==> config.mk <==
export PLATFORM = sky130hd
export DESIGN_NAME = cp0_timer_int
export DESIGN_NICKNAME = d
export VERILOG_FILES = /design/src/rtl/cp0_timer_int.sv
export SDC_FILE = /design/constraint.sdc
export NUM_CORES = 1
export LEC_CHECK = 0
export CAP_MARGIN = 20
export CELL_PAD_IN_SITES_DETAIL_PLACEMENT = 0
export CELL_PAD_IN_SITES_GLOBAL_PLACEMENT = 1
export CORE_MARGIN = 8
export CORE_UTILIZATION = 41
export CTS_BUF_LIST = sky130_fd_sc_hd__clkbuf_16
export DETAILED_ROUTE_END_ITERATION = 6
export PLACE_DENSITY_LB_ADDON = 0.1
export SYNTH_ARGS = -nofsm -noshare
export SYNTH_HDL_FRONTEND = slang
export SYNTH_SLANG_ARGS = --single-unit
==> constraint.sdc <==
create_clock -name cpu_clk_50M -period 4.8 [get_ports cpu_clk_50M]
set_clock_uncertainty 0.05 [all_clocks]
set_input_delay 0.96 -clock cpu_clk_50M [delete_from_list [all_inputs] [get_ports cpu_clk_50M]]
set_output_delay 0.96 -clock cpu_clk_50M [all_outputs]
set_load 0.01 [all_outputs]
==> src/rtl/cp0_timer_int.sv <==
// -----------------------------------------------------------------------------
// cp0_timer_int
//
// Interrupt source block that sits beside the CP0 register file. It owns the
// CP0 Count (reg 9) and Compare (reg 11) registers. It raises the timer
// interrupt on a Count/Compare match. It also synchronises the five
// asynchronous external interrupt lines. The resulting 6-bit vector feeds
// Cause.IP[15:10].
//
// Build option:
//   CP0_TIMER_FULLRATE_EN - when defined, Count advances every clock.
//                           When undefined (default), Count advances every
//                           second clock through a 1-bit tick divider.
//                           Match, pending and read behaviour do not change.
//
// Parameters:
//   SYNC_STAGES  - flops per external-interrupt synchroniser (legal 2..3)
//   COMPARE_RST  - Compare reset value; all-ones keeps the timer quiet
//                  after reset
//
// Ports:
//   cpu_clk_50M      in   1   system clock, all state on its rising edge
//   cpu_rst          in   1   synchronous reset, active-high
//   we               in   1   CP0 write enable (mtc0)
//   waddr            in   5   CP0 write register number
//   wdata            in  32   CP0 write data
//   re               in   1   CP0 read enable (mfc0)
//   raddr            in   5   CP0 read register number
//   ext_int_i        in   5   async external interrupt requests, level, high
//   int_o            out  6   [4:0] synchronised external lines,
//                             [5] timer pending
//   data_o           out 32   combinational read data for Count/Compare
//   timer_pending_o  out  1   copy of int_o[5] (debug / perf counters)
//
// Bus handshake: the mtc0/mfc0 bus has no valid/ready pair. A write takes
// effect on the rising edge where we=1. A read is combinational in the
// cycle where re=1 and returns the pre-edge register value (no write
// bypass). Register numbers other than 9 and 11 are ignored here.
// -----------------------------------------------------------------------------
module cp0_timer_int #(
  parameter int          SYNC_STAGES = 2,
  parameter logic [31:0] COMPARE_RST = 32'hFFFF_FFFF
) (
  input  logic        cpu_clk_50M,
  input  logic        cpu_rst,
  input  logic        we,
  input  logic [4:0]  waddr,
  input  logic [31:0] wdata,
  input  logic        re,
  input  logic [4:0]  raddr,
  input  logic [4:0]  ext_int_i,
  output logic [5:0]  int_o,
  output logic [31:0] data_o,
  output logic        timer_pending_o
);

  localparam logic [4:0] REG_COUNT   = 5'd9;
  localparam logic [4:0] REG_COMPARE = 5'd11;

  logic [31:0] count_q;
  logic [31:0] compare_q;
  logic        timer_pending_q;
  logic        count_inc;
  logic        count_we;
  logic        compare_we;
  logic        match;

  // One row per stage; row SYNC_STAGES-1 is the synchronised output.
  logic [SYNC_STAGES-1:0][4:0] sync_q;

  assign count_we   = we && (waddr == REG_COUNT);
  assign compare_we = we && (waddr == REG_COMPARE);

  // Registered-vs-registered compare. The pending flop adds one edge of
  // latency. This keeps int_o free of any combinational path from inputs.
  assign match = (count_q == compare_q);

  // ---------------------------------------------------------------------------
  // Count rate
  // ---------------------------------------------------------------------------
`ifdef CP0_TIMER_FULLRATE_EN
  // Full-rate build: no divider, Count advances on every edge.
  assign count_inc = 1'b1;
`else
  logic tick_q;

  // Divide-by-2 toggle. A Count write restarts the phase. This makes the
  // first increment after a write land exactly two edges later.
  always_ff @(posedge cpu_clk_50M) begin
    if (cpu_rst) begin
      tick_q <= 1'b0;
    end else if (count_we) begin
      tick_q <= 1'b0;
    end else begin
      tick_q <= ~tick_q;
    end
  end

  assign count_inc = tick_q;
`endif

  // ---------------------------------------------------------------------------
  // Count register: a write overrides the increment. Count wraps silently.
  // ---------------------------------------------------------------------------
  always_ff @(posedge cpu_clk_50M) begin
    if (cpu_rst) begin
      count_q <= 32'd0;
    end else if (count_we) begin
      count_q <= wdata;
    end else if (count_inc) begin
      count_q <= count_q + 32'd1;
    end
  end

  // ---------------------------------------------------------------------------
  // Compare register
  // ---------------------------------------------------------------------------
  always_ff @(posedge cpu_clk_50M) begin
    if (cpu_rst) begin
      compare_q <= COMPARE_RST;
    end else if (compare_we) begin
      compare_q <= wdata;
    end
  end

  // ---------------------------------------------------------------------------
  // Timer pending: sticky once set. A Compare write clears it. The clear
  // wins over a match seen in the same cycle. This is the software
  // acknowledge path.
  // ---------------------------------------------------------------------------
  always_ff @(posedge cpu_clk_50M) begin
    if (cpu_rst) begin
      timer_pending_q <= 1'b0;
    end else if (compare_we) begin
      timer_pending_q <= 1'b0;
    end else if (match) begin
      timer_pending_q <= 1'b1;
    end
  end

  // ---------------------------------------------------------------------------
  // External interrupt synchronisers. Lines are level-sensitive with no
  // latching. A pulse shorter than a clock period may be missed.
  // ---------------------------------------------------------------------------
  always_ff @(posedge cpu_clk_50M) begin
    if (cpu_rst) begin
      sync_q <= '0;
    end else begin
      sync_q[0] <= ext_int_i;
      for (int i = 1; i < SYNC_STAGES; i++) begin
        sync_q[i] <= sync_q[i-1];
      end
    end
  end

  assign int_o           = {timer_pending_q, sync_q[SYNC_STAGES-1]};
  assign timer_pending_o = timer_pending_q;

  // ---------------------------------------------------------------------------
  // Read mux: forced to zero during reset so mfc0 never sees stale state.
  // ---------------------------------------------------------------------------
  always_comb begin
    data_o = 32'd0;
    if (!cpu_rst && re) begin
      case (raddr)
        REG_COUNT:   data_o = count_q;
        REG_COMPARE: data_o = compare_q;
        default:     data_o = 32'd0;
      endcase
    end
  end

endmodule

After elaboration in Yosys (flattened, before gate mapping)

Cells that the tools add are included.
Widths: inputs -> output; s select.

Register bits after elaboration: 76
Input port bits: 51
Logic and storage cells: 24
Output and inout bits: 39

Reduce and logical (&&, ||, !) cells: 7
Equality and inequality tests: 5
Add/sub/neg operators: 1
Bitwise logic cells: 1
Multiplexer cells: 4

Operator list:

| operator              | number |
|---|---|
| $mux 32               | 3 |
| $pmux 32 s2           | 1 |
| $add 32x1->32 const B | 1 |
| $eq 32x32->1          | 1 |
| $eq 5x4->1 const B    | 4 |
| $reduce_or 2->1       | 2 |
| $logic_and 1x1->1     | 3 |
| $reduce_bool 2->1     | 1 |
| $logic_not 1->1       | 1 |
| $not 1->1             | 1 |

Logic depth before layout (Yosys ltp)

Depth in word-level cells: 3
Mapped depth: 7
Mapped depth without buffers: 6

Worst setup path before layout

Ideal clock, no wire load.

Path kind: in2out
From: in raddr[1]
To: out data_o[10]
Path buffers: 2
Arrival time: 1.934 ns
Data required time: 3.790 ns
Stages on the path: 4
Setup slack: 1.856 ns
Path through: clkbuf_1 -> clkbuf_1 -> mux2i_1 -> nor2_1

Word-level cells in the longest chain between the ends: 3
Elaborated cells on any way between the ends: 4

Ends and longest elaborated chain:

| element       | RTL line | text |
|---|---|---|
| from (decl)   | 50       | `input logic [4:0] raddr,` |
| $eq 5x4->1    | 165      | `case (raddr)` |
| $pmux 32 s2 * | 165      |  |
| $mux 32 *     | 164      | `if (!cpu_rst && re) begin` |
| to (decl)     | 53       | `output logic [31:0] data_o,` |

Every way passes the cells marked *; elsewhere a longest branch is shown, timed or not.

Final worst setup path

From: in re
To: out data_o[10]

Word-level cells in the longest chain between the ends: 2

Ends and longest elaborated chain:

| element           | RTL line | text |
|---|---|---|
| from (decl)       | 49       | `input logic re,` |
| $logic_and 1x1->1 | 164      |  |
| $mux 32           | 164      |  |

No other way between the ends.

==> impl_metrics.json <==
{
  "setup_tns_ps": 0,
  "area.growth.synth_to_final_pct": 25.3,
  "cts_tree": "done",
  "min_from": "sync_q[3]",
  "r2r_slack_ps": 2580,
  "antenna_found_initial": 0,
  "overflow": 0,
  "fp.dieArea_um2": 14000,
  "clk_pin_slew_ps": 60,
  "crit_path_max_fanout": 32,
  "fin_hold_ws_ps": 384,
  "synthTopCellsByArea": "dfxtp_1 35%, xnor2_1 9.4%, mux2i_1 8.2%, nand2_1 6.4%, nand3b_1 6.1%",
  "cts_buffer_depth": 2,
  "vias": 3626,
  "diodes": 0,
  "die_w_um": 118,
  "synth_compound_area_frac": 0.0623,
  "peakVddDrop_uv": 130,
  "syn_area_per_cell_um2": 8.46,
  "fin_crit_ps": 3790,
  "worstReg2RegStart": "count_q[0]",
  "fin_nets": 618,
  "cts_root_buffer": "clkbuf_16",
  "insertion_delay_ps": 330,
  "rsz0062_at_grt": "false",
  "worstSetupPathType": "input port to output pin",
  "worstHoldPathType": "flop to flop",
  "synth_top_family_by_area": "simple AND/OR/NAND/NOR gates",
  "r2r_cells": 6,
  "drt-pass1-iter-count": 4,
  "fin_cells": 707,
  "dp_hpwl_mm": 8.07,
  "vias_per_cell": 5.13,
  "ys_warn_count": 0,
  "yosysUniqueCellTypes": 43,
  "htreeDepth": 3,
  "hold_buffers": 0,
  "drv_cap": 0,
  "arrival_ps": 2780,
  "outcome": "complete, no violations",
  "track_usage": 0.167,
  "drive_gt1_frac": 0.0665,
  "row_count": 37,
  "p_per_area_nw_per_um2": 261,
  "grt_pass1_wl_mm": 19.2,
  "r2r-end": "count_q[24]",
  "synthXorXnorAreaFrac": 0.122,
  "wire_per_inst_um": 16.6,
  "setup_viol": 0,
  "place.gp.congestion": 0.827,
  "yosysSeqAreaShare": 0.354,
  "grt_pass1_vias": 3611,
  "synthCells": 508,
  "slew_violations": 0,
  "cp_common_cell": "clkdlybuf4s50_1",
  "synth_top_area_frac": 0.354,
  "crit_path_max_incr_delay_ps": 560,
  "timing.slew.headroom": 0.506,
  "dp.cells": 691,
  "drc": 0,
  "startpoint_type": "input port",
  "die_y_um": 118,
  "cts_resized": 0,
  "end_kind": "output pin",
  "hold_path_end": "int_o[3]",
  "crit_required_ps": 3790,
  "clock.fmax_mhz": 264,
  "finalCritPeriodShare": 0.790,
  "first_iter_violations": 120,
  "cts_buffers": 9,
  "ant_nets": 0,
  "hold_violations": 0,
  "hold-path-cell-count": 1,
  "io_pins": 90,
  "post_cts_buffers": 0,
  "synth_seq_cells": 76,
  "critPathSlowestCell": "clkdlybuf4s50_1",
  "synth_largest_area_cell": "dfxtp_1",
  "cellLeakagePower_nw": 2.01,
  "cts_num_sinks": 76,
  "synth_nets": 560,
  "crit_chain": "clkdlybuf4s50_1 > nor4bb_1 > nand3b_1 > buf_4 > nor2_1 > clkdlybuf4s50_1",
  "synthSimpleGateAreaFrac": 0.310,
  "tightest_slew_ps": 741,
  "synth_area_um2": 4300,
  "grt_max_degree": 78,
  "start_util": 0.420,
  "synth.area.mux_share": 0.0815,
  "synth_fa_ha_area_frac": 0.00291,
  "portBuffers": 89,
  "wl_mm": 11.7,
  "coreArea_um2": 10200
}
-- kinds of logic after synthesis --
group                    count (synthesis)
flip-flops                              76
AO/OA/AOI/OAI                           35
XOR/XNOR                                60
adder cells (fa/ha/maj)                  1
multiplexers                            35
buffers and inverters                   50
AND/OR/NAND/NOR                        251
-- worst max-delay path, delay by kind of cell --
family,cells,cell delay [ps]
buffers and inverters,3,1260
AND/OR/NAND/NOR,3,550
-- through the flow --
step,utilization,total power [mW],setup WS [ps],area [µm²]
2_1_floorplan,-,0.739,1860,4300
3_3_place_gp,0.500,0.801,1070,5110
3_5_place_dp,0.500,0.801,1010,5110
4_1_cts,0.526,1.42,1000,5380
5_1_grt,0.526,1.46,891,5380
6_report,0.526,1.40,1010,5380
-- placed cells by master (no fill, tap or decap), types with 3 or more instances in the layout --
| cell type | count |
|---|---|
| nor3_1 | 3 |
| nand3b_1 | 35 |
| and3_1 | 4 |
| buf_4 | 6 |
| nor4_2 | 3 |
| inv_1 | 3 |
| nor2_1 | 67 |
| xnor2_1 | 46 |
| clkbuf_16 | 9 |
| nand4_1 | 21 |
| a311oi_1 | 3 |
| nand3_1 | 12 |
| nor2b_1 | 12 |
| a211oi_1 | 26 |
| dfxtp_1 | 76 |
| mux2i_1 | 35 |
| xor2_1 | 14 |
| nand2_1 | 73 |
| clkdlybuf4s50_1 | 87 |
| nor3_2 | 4 |
| nor4_1 | 3 |
-- power by group --
part / internal [mW] / switching [mW]
Sequential: 0.644 / 0.0157
Clock: 0.347 / 0.269
Combinational: 0.0751 / 0.0517
-- layout make-up --
cell class,count,area (µm²)
Clock buffer,9,225
Clock inverter,7,45.0
Fill cell,965,4850
Inverter,2,7.51
Multi-Input combinational cell,382,2490
Sequential cell,76,1520
Tap cell,136,170
Timing Repair Buffer,95,926
-- sequential cells by signal, summed over array words and instances (netlist names) --
name,count
int_o,5
count_q,32
timer_pending_o,1
compare_q,32
sync_q,5
count_inc,1
-- worst max path at each step --
stage | slack (ps) | startpoint | to
after detailed placement | 1010 | re | data_o[29]
after global routing | 890 | re | data_o[21]
after floorplan | 1860 | raddr[1] | data_o[10]
after global placement | 1070 | re | data_o[6]
after CTS | 1000 | re | data_o[10]
final | 1010 | re | data_o[10]
-- per-layer routing --
metal / global-route usage / vias up / wire length, µm
met4: 0.0569 / 0 / 180
met2: 0.265 / 79 / 5390
met1: 0.220 / 1676 / 5580
met5: 0 / - / 0
li1: - / 1857 / -
met3: 0.0347 / 14 / 592
-- cell usage after synthesis, drive strengths merged --
library cell	n
nand3	14
buf	18
nand3b	35
nor4bb	2
a31o	1
mux2i	35
inv	2
nor3b	2
nand2	73
a21oi	1
and4	2
nor3	7
clkbuf	29
nand4	21
dlygate4sd1	1
nor2b	12
or4	3
and3	4
a311oi	3
ha	1
nor2	68
dfxtp	76
a211oi	27
o22ai	2
xnor2	46
xor2	14
o31ai	1
or2	1
nor4	7
No activity file was read; power rests on OpenSTA's default activity.
